[src/rtl/iir_stream_capture.sv]
// iir_stream_capture
// Capture buffer behind the cascaded-SOS filter chain. The filter's free-running
// dv/sample stream has no backpressure. Each sample is tagged with a
// frame-boundary flag and queued in a FIFO. The FIFO is drained by a consumer
// over a valid/ready handshake. A sample that arrives while the buffer is full
// is lost. Each loss sets a sticky overflow flag and bumps a saturating drop
// counter.
module iir_stream_capture #(
   parameter int DEPTH     = 16,
   parameter int FRAME_LEN = 8,
   parameter int W         = 18
) (
   input  logic                     clk,
   input  logic                     rst_n,
   input  logic                     dv_in,
   input  logic [W-1:0]             d_in,
   output logic                     m_valid,
   output logic [W-1:0]             m_data,
   output logic                     m_last,
   input  logic                     m_ready,
   output logic [$clog2(DEPTH):0]   level,
   output logic                     overflow,
   output logic [15:0]              drop_cnt,
   input  logic                     ovf_clr
);

   localparam int AW  = $clog2(DEPTH);
   localparam int FCW = $clog2(FRAME_LEN);
   localparam logic [AW:0]    FULL_LEVEL = (AW+1)'(DEPTH);
   localparam logic [FCW-1:0] LAST_IDX   = FCW'(FRAME_LEN - 1);

   logic [W:0]     mem_q [DEPTH];
   logic [AW-1:0]  wrPtr_q, wrPtr_d;
   logic [AW-1:0]  rdPtr_q, rdPtr_d;
   logic [AW:0]    level_q, level_d;
   logic [FCW-1:0] frameCnt_q, frameCnt_d;
   logic           overflow_q, overflow_d;
   logic [15:0]    dropCnt_q, dropCnt_d;

   logic isFull, isEmpty, writeEn, dropEn, readEn, frameLast;
   logic [W:0] headEntry;

   // Fullness is judged on the registered level, so a read in the same cycle
   // cannot make room for an incoming sample.
   assign isFull    = (level_q == FULL_LEVEL);
   assign isEmpty   = (level_q == '0);
   assign writeEn   = dv_in && !isFull;
   assign dropEn    = dv_in && isFull;
   assign readEn    = !isEmpty && m_ready;
   assign frameLast = (frameCnt_q == LAST_IDX);

   // Next-state for pointers, fill level, frame position and overflow status
   always_comb begin
      wrPtr_d    = wrPtr_q;
      rdPtr_d    = rdPtr_q;
      level_d    = level_q;
      frameCnt_d = frameCnt_q;
      overflow_d = overflow_q;
      dropCnt_d  = dropCnt_q;

      if (writeEn) begin
         wrPtr_d    = wrPtr_q + AW'(1);
         frameCnt_d = frameLast ? '0 : frameCnt_q + FCW'(1);
      end

      if (readEn) begin
         rdPtr_d = rdPtr_q + AW'(1);
      end

      case ({writeEn, readEn})
         2'b10:   level_d = level_q + (AW+1)'(1);
         2'b01:   level_d = level_q - (AW+1)'(1);
         default: level_d = level_q;
      endcase

      if (dropEn) begin
         overflow_d = 1'b1;
         if (ovf_clr) begin
            dropCnt_d = 16'd1;
         end else if (dropCnt_q != 16'hFFFF) begin
            dropCnt_d = dropCnt_q + 16'd1;
         end
      end else if (ovf_clr) begin
         overflow_d = 1'b0;
         dropCnt_d  = 16'd0;
      end
   end

   // Control state register, cleared asynchronously so outputs drop at once
   always_ff @(posedge clk or negedge rst_n) begin
      if (!rst_n) begin
         wrPtr_q    <= '0;
         rdPtr_q    <= '0;
         level_q    <= '0;
         frameCnt_q <= '0;
         overflow_q <= 1'b0;
         dropCnt_q  <= 16'd0;
      end else begin
         wrPtr_q    <= wrPtr_d;
         rdPtr_q    <= rdPtr_d;
         level_q    <= level_d;
         frameCnt_q <= frameCnt_d;
         overflow_q <= overflow_d;
         dropCnt_q  <= dropCnt_d;
      end
   end

   // Sample storage {last, data}; contents survive reset, only pointers clear
   always_ff @(posedge clk) begin
      if (writeEn) begin
         mem_q[wrPtr_q] <= {frameLast, d_in};
      end
   end

   // Head presentation derives only from registered state, so outputs hold
   // steady under backpressure and read as zero when the buffer is empty.
   assign headEntry = mem_q[rdPtr_q];
   assign m_valid   = !isEmpty;
   assign m_data    = m_valid ? headEntry[W-1:0] : '0;
   assign m_last    = m_valid & headEntry[W];
   assign level     = level_q;
   assign overflow  = overflow_q;
   assign drop_cnt  = dropCnt_q;

endmodule

[config.mk]
export PLATFORM = sky130hd
export DESIGN_NAME = iir_stream_capture
export DESIGN_NICKNAME = d
export VERILOG_FILES = /design/src/rtl/iir_stream_capture.sv
export SDC_FILE = /design/constraint.sdc
export NUM_CORES = 1
export LEC_CHECK = 0
export BUFFER_PORTS_ARGS = -buffer_cell sky130_fd_sc_hd__buf_4
export CAP_MARGIN = 25
export CELL_PAD_IN_SITES_DETAIL_PLACEMENT = 0
export CELL_PAD_IN_SITES_GLOBAL_PLACEMENT = 1
export CORE_MARGIN = 2
export CORE_UTILIZATION = 57
export DETAILED_ROUTE_END_ITERATION = 7
export HOLD_SLACK_MARGIN = 0.05
export PLACE_DENSITY = 0.95
export SLEW_MARGIN = 40
export SYNTH_ARGS = -nofsm -noshare
export SYNTH_HDL_FRONTEND = slang
export SYNTH_SLANG_ARGS = --single-unit
[constraint.sdc]
create_clock -name clk -period 6.71 [get_ports clk]
set_input_delay 0.3355 -clock clk [delete_from_list [all_inputs] [get_ports clk]]
set_output_delay 0.3355 -clock clk [all_outputs]
set_load 0.01 [all_outputs]
Word level (Yosys, flattened, before mapping)
Memory sizes are Yosys's and may differ from the RTL's.
Cells that the tools add are included.
{"block": "totals", "word_cells": 40, "inputBits": 23, "output_inout_bits": 42, "latchBits": 0, "rom_bits": 0, "n_memories": 1, "mem_bits_rw": 304, "reg_bits": 33}
{"memory": "mem_q", "depth": 16, "width": 19, "read_ports": 1, "rd_clocked_by_memory_dff": 0, "write_ports": 1, "line_no": "32", "rtl": "logic [W:0] mem_q [DEPTH];"}
{"block": "op_classes", "bitwise_logic": 1, "mul": 0, "shift": 0, "muxes": 11, "n_lt_le_gt_ge": 0, "addsub": 6, "n_reduce_logical": 10, "div_mod_pow": 0, "eq_ne": 5}
{"cell": "$mux 16", "n": 4}
{"cell": "$mux 18", "n": 1}
{"cell": "$add 16x1->16 const B", "n": 1}
{"cell": "$ne 16x16->1 const B", "n": 1}
{"cell": "$pmux 5 s2", "n": 1}
{"cell": "$add 4x1->4 const B", "n": 2}
{"cell": "$reduce_bool 2->1", "n": 3}
{"cell": "$add 5x1->5 const B", "n": 1}
{"cell": "$eq 5x5->1 const B", "n": 1}
{"cell": "$logic_not 5->1", "n": 1}
{"cell": "$sub 5x1->5 const B", "n": 1}
{"cell": "$mux 1", "n": 4}
{"cell": "$add 3x1->3 const B", "n": 1}
{"cell": "$eq 3x3->1 const B", "n": 1}
{"cell": "$logic_and 1x1->1", "n": 3}
{"cell": "$mux 3", "n": 1}
{"cell": "$eq 2x1->1 const B", "n": 1}
{"cell": "$eq 2x2->1 const B", "n": 1}
{"cell": "$logic_not 1->1", "n": 2}
{"cell": "$reduce_and 2->1", "n": 1}
{"cell": "$and 1x1->1", "n": 1}

Longest topological paths before layout
{"block": "logic_depth", "depth_word": 5, "mapped_depth": 13, "depth_no_buf": 10}

Least setup slack after synthesis
Ideal clock, no wire load.
{"block": "synth_path", "path_type": "register -> register", "start": "register level_q[2], in the netlist level[2]", "end": "memory mem_q[3][0] (netlist name) (enable)", "setup_ns": 0.419, "t_arrival_ns": 2.915, "required_time_ns": 6.291, "path_stages_with_launch": 7, "setup_slack_ns": 3.376, "path_buffers": 2, "cell_sequence": "dfrtp_1 -> clkbuf_1 -> nor4_1 -> a21boi_0 -> clkbuf_1 -> nand2_1 -> nor3_1"}
{"block": "synth_via", "elab_chain_cells": 5}
{"item": "from (decl)", "line_no": "35", "rtl": "logic [AW:0] level_q, level_d;"}
{"item": "from (signal assigned)", "line_no": "101", "rtl": "level_q <= level_d;"}
{"item": "$eq 5x5->1", "line_no": "45", "rtl": "assign isFull = (level_q == FULL_LEVEL);"}
{"item": "$logic_not 1->1", "line_no": "47", "rtl": "assign writeEn = dv_in && !isFull;"}
{"item": "$logic_and 1x1->1", "line_no": "47"}
{"item": "$mux 1", "line_no": "110", "rtl": "if (writeEn) begin"}
{"item": "$mux 1 (not written as such)", "line_no": "111", "rtl": "mem_q[wrPtr_q] <= {frameLast, d_in};"}
{"item": "to (decl)", "line_no": "32"}
No other way between the ends.

Final worst setup path
{"block": "layout_path", "start": "register rdPtr_q[0]", "end": "output port m_data[2]"}
{"block": "layout_via", "elab_chain_cells": 2}
{"item": "from (decl)", "line_no": "34", "rtl": "logic [AW-1:0] rdPtr_q, rdPtr_d;"}
{"item": "from (signal assigned)", "line_no": "100", "rtl": "rdPtr_q <= rdPtr_d;"}
{"item": "$mem_v2 16x19"}
{"item": "$mux 18", "line_no": "119", "rtl": "assign m_data = m_valid ? headEntry[W-1:0] : '0;"}
{"item": "to (decl)", "line_no": "18", "rtl": "output logic [W-1:0] m_data,"}
No other way between the ends.

==> results.cfg <==
[layout]
fin_cells = 1107
num_antenna_cells = 0
n_fill_cell = 1447
utilization_pct = 67.08
nNetsFinal = 797
drive_gt1_share_pct = 32.23
area_delta_synth_final_pct = 15.99
final_area_um2 = 15650

[global_routing]
grt_pass1_wl_mm = 42.47
busiest_layer = met2
grt_max_degree = 80
grt_use_met1_pct = 30.61
grt_pass1_vias = 7115
grt_util_all_layers_pct = 23.70
met3_usage_pct = 4.270
grt-ovfl-total = 0
antenna_found_initial = 1
met2_usage_pct = 41.30

[placed_design]
post-dp-hpwl_mm = 15.55
place_area_um2 = 14460
port_buffers = 64
globalplace.congestion = 0.8148
dpl.cell_count = 1043

[yosys]
synth-compound-area-share_pct = 2.643
syn_inst = 676
synthArstFlopShare_pct = 9.792
synth_xor_area_share_pct = 0.7140
synthAdderAreaFrac_pct = 1.113
syn_area_um2 = 13490
synth_top_area_cell = edfxtp_1
synth_cell_type_count = 53
synthesis.nets = 711
synth-seq-cells = 337
yosysWarnings = 0
synth-edff-count = 304
synth_flop_cell = edfxtp_1
muxShareOfSynthArea_pct = 16.50
syn_avg_cell_area_um2 = 19.96
ys_top_cells_by_area = edfxtp_1 (68%), mux4_2 (13%), dfrtp_1 (6.1%)
synth_seq_area_share_pct = 73.77
yosysTopAreaCellShare_pct = 67.65
synthSimpleGateAreaFrac_pct = 3.913
synth_top_family_by_area = multiplexers

[power_and_ir_drop]
finalPower_mw = 6.549
ir_drop_v = 0.0003255
leakage_nw = 5.355
power_density_nw_per_um2 = 418.4

[routing]
drt_iter0_markers = 602
vias = 6935
antenna_left = 0
wl_mm = 28.54
via_per_inst = 6.265
drc = 0
firstDrtPassIters = 5
avgRoutedWirePerCell_um = 25.78

[run]
max_cap_viol_count = 0

[clock_network]
post_cts_buffers = 0
cts.sinks = 337
cts_buffers = 35
cts_buffer_depth = 3
cts_root_buf = clkbuf_16
cts_max_level = 2
cts_tree = yes
hold_buffers = 1
cts_resized = 0
cts.clk_slew.worst_paths_ns = 0.06
clk_latency_ns = 0.51

[critical_path]
r2r_start = level[1]
path_cells = buf_6, mux4_2, mux2i_1, o22ai_1, buf_4
cp-end-kind = output port
r2r_slack_ns = 3.60
worstReg2RegEnd = level[4]
endpoint = m_data[2]
reg2regPathDepth = 11
required_ns = 6.37
cp.arrival_ns = 3.13
worstSetupStartpoint = rdPtr_q[0]
critPathLaunchType = flip-flop
cp_slowest_cell = dfrtp_4
crit_fanout = 52
crit_type = flip-flop to output port
cp_slowest_stage_delay_ns = 0.77

[sta]
finalHoldViolations = 0
fin_skew_ns = 0.01616
worst_pin_slew_ns = 0.8071
timing.fmax_mhz = 289.0
tns_ns = 0
grt_setup_unrepaired = no
fin_crit_sh_pct = 51.57
period_needed_ns = 3.461
finalSetupViolCount = 0
max_slew_margin_pct = 46.19
maxSlewViolCount = 0

[die]
start_util_pct = 57.83
rows = 56
pin_count = 65
die_h_um = 157.9
dieArea_um2 = 24920
die_x_um = 157.9
fp.coreArea_um2 = 23330

[run_status]
status = completed

[hold_path]
hp-start = d_in[16]
hp-class = input port to flip-flop
holdPathStages = 1
how the worst min path moves through the flow:
stage              endpoint  slack (ns)
2_1_floorplan   drop_cnt[0]        0.04
3_3_place_gp    drop_cnt[9]        0.30
3_5_place_dp    drop_cnt[9]        0.31
4_1_cts        mem_q[15][5]        0.10
5_1_grt        mem_q[13][1]        0.12
6_report       mem_q[1][16]        0.12
registers in the layout, summed over array words and instances, names as in the netlist:
register,cells
overflow,1
wrPtr_q,4
mem_q,304
frameCnt_q,3
drop_cnt,16
rdPtr_q,4
level,5
cell families after synthesis:
kind of cell / count (synthesis)
multiplexers: 126
AO/OA/AOI/OAI: 53
adder cells (fa/ha/maj): 12
buffers and inverters: 44
flip-flops: 337
AND/OR/NAND/NOR: 93
XOR/XNOR: 11
synth_stat cells, types with 2 or more instances:
cell	instances
a2111oi_0	2
a21oi_1	9
a311oi_1	3
a41oi_1	2
and2_1	2
and4b_1	2
buf_1	3
buf_2	8
clkbuf_1	24
dfrtp_1	33
edfxtp_1	304
ha_1	12
inv_1	8
mux2_2	11
mux2i_1	39
mux4_2	76
nand2_1	15
nand2b_1	8
nand3_1	4
nand4_1	6
nor2_1	23
nor2b_1	8
nor3_1	8
nor3b_1	2
nor4_1	3
o21ai_0	6
o22ai_1	19
or4_4	2
xnor2_1	6
xor2_1	5
cells in the final DEF (no fill, tap or decap), types with 11 or more instances in the layout:
| cell type | count |
|---|---|
| nor2_1 | 11 |
| nand2_1 | 14 |
| o22ai_1 | 19 |
| mux2_2 | 11 |
| mux4_2 | 76 |
| clkbuf_16 | 37 |
| buf_4 | 82 |
| dfrtp_1 | 30 |
| nor2_2 | 12 |
| edfxtp_1 | 304 |
| mux2i_1 | 39 |
| ha_1 | 12 |
report_power, final:
| group | internal, mW | switching [mW] | total (mW) | leakage [nW] |
|---|---|---|---|---|
| combinational | 0.896 | 0.990 | 1.89 | 1.61 |
| clock | 1.17 | 0.787 | 1.96 | 0.573 |
| sequential | 2.54 | 0.163 | 2.71 | 3.17 |
layer usage:
metal  part of all wire [%]  up-vias
met5                  0.028        -
met4                    2.9        2
met3                    7.9       70
met2                     52      310
met1                     37     3604
li1                       -     2949
area by class of cell:
class	count	area [um^2]	share of cell area, %
Clock inverter	21	222.7	1.423
Clock buffer	42	944.7	6.036
Tap cell	319	399.1	2.550
Sequential cell	337	9961	63.64
Timing Repair Buffer	85	648.1	4.141
Multi-Input combinational cell	295	3446	22.02
Inverter	8	30.03	0.1919
worst max-delay path, delay by kind of cell, from the launching register on:
family          cells  cell delay [ns]
compound gates      1             0.17
buf+inv             2             0.86
flops               1             0.77
mux                 2             0.76
per-stage QoR:
| step | hold slack (ns) | worst slack [ns] |
|---|---|---|
| floorplan | 0.03991 | 3.376 |
| CTS | 0.1021 | 3.183 |
| detailed placement | 0.3074 | 3.690 |
| finish | 0.1238 | 3.249 |
| global route | 0.1184 | 3.030 |
| global placement | 0.2992 | 3.517 |
Note: power is estimated with default switching activity, not from simulation.
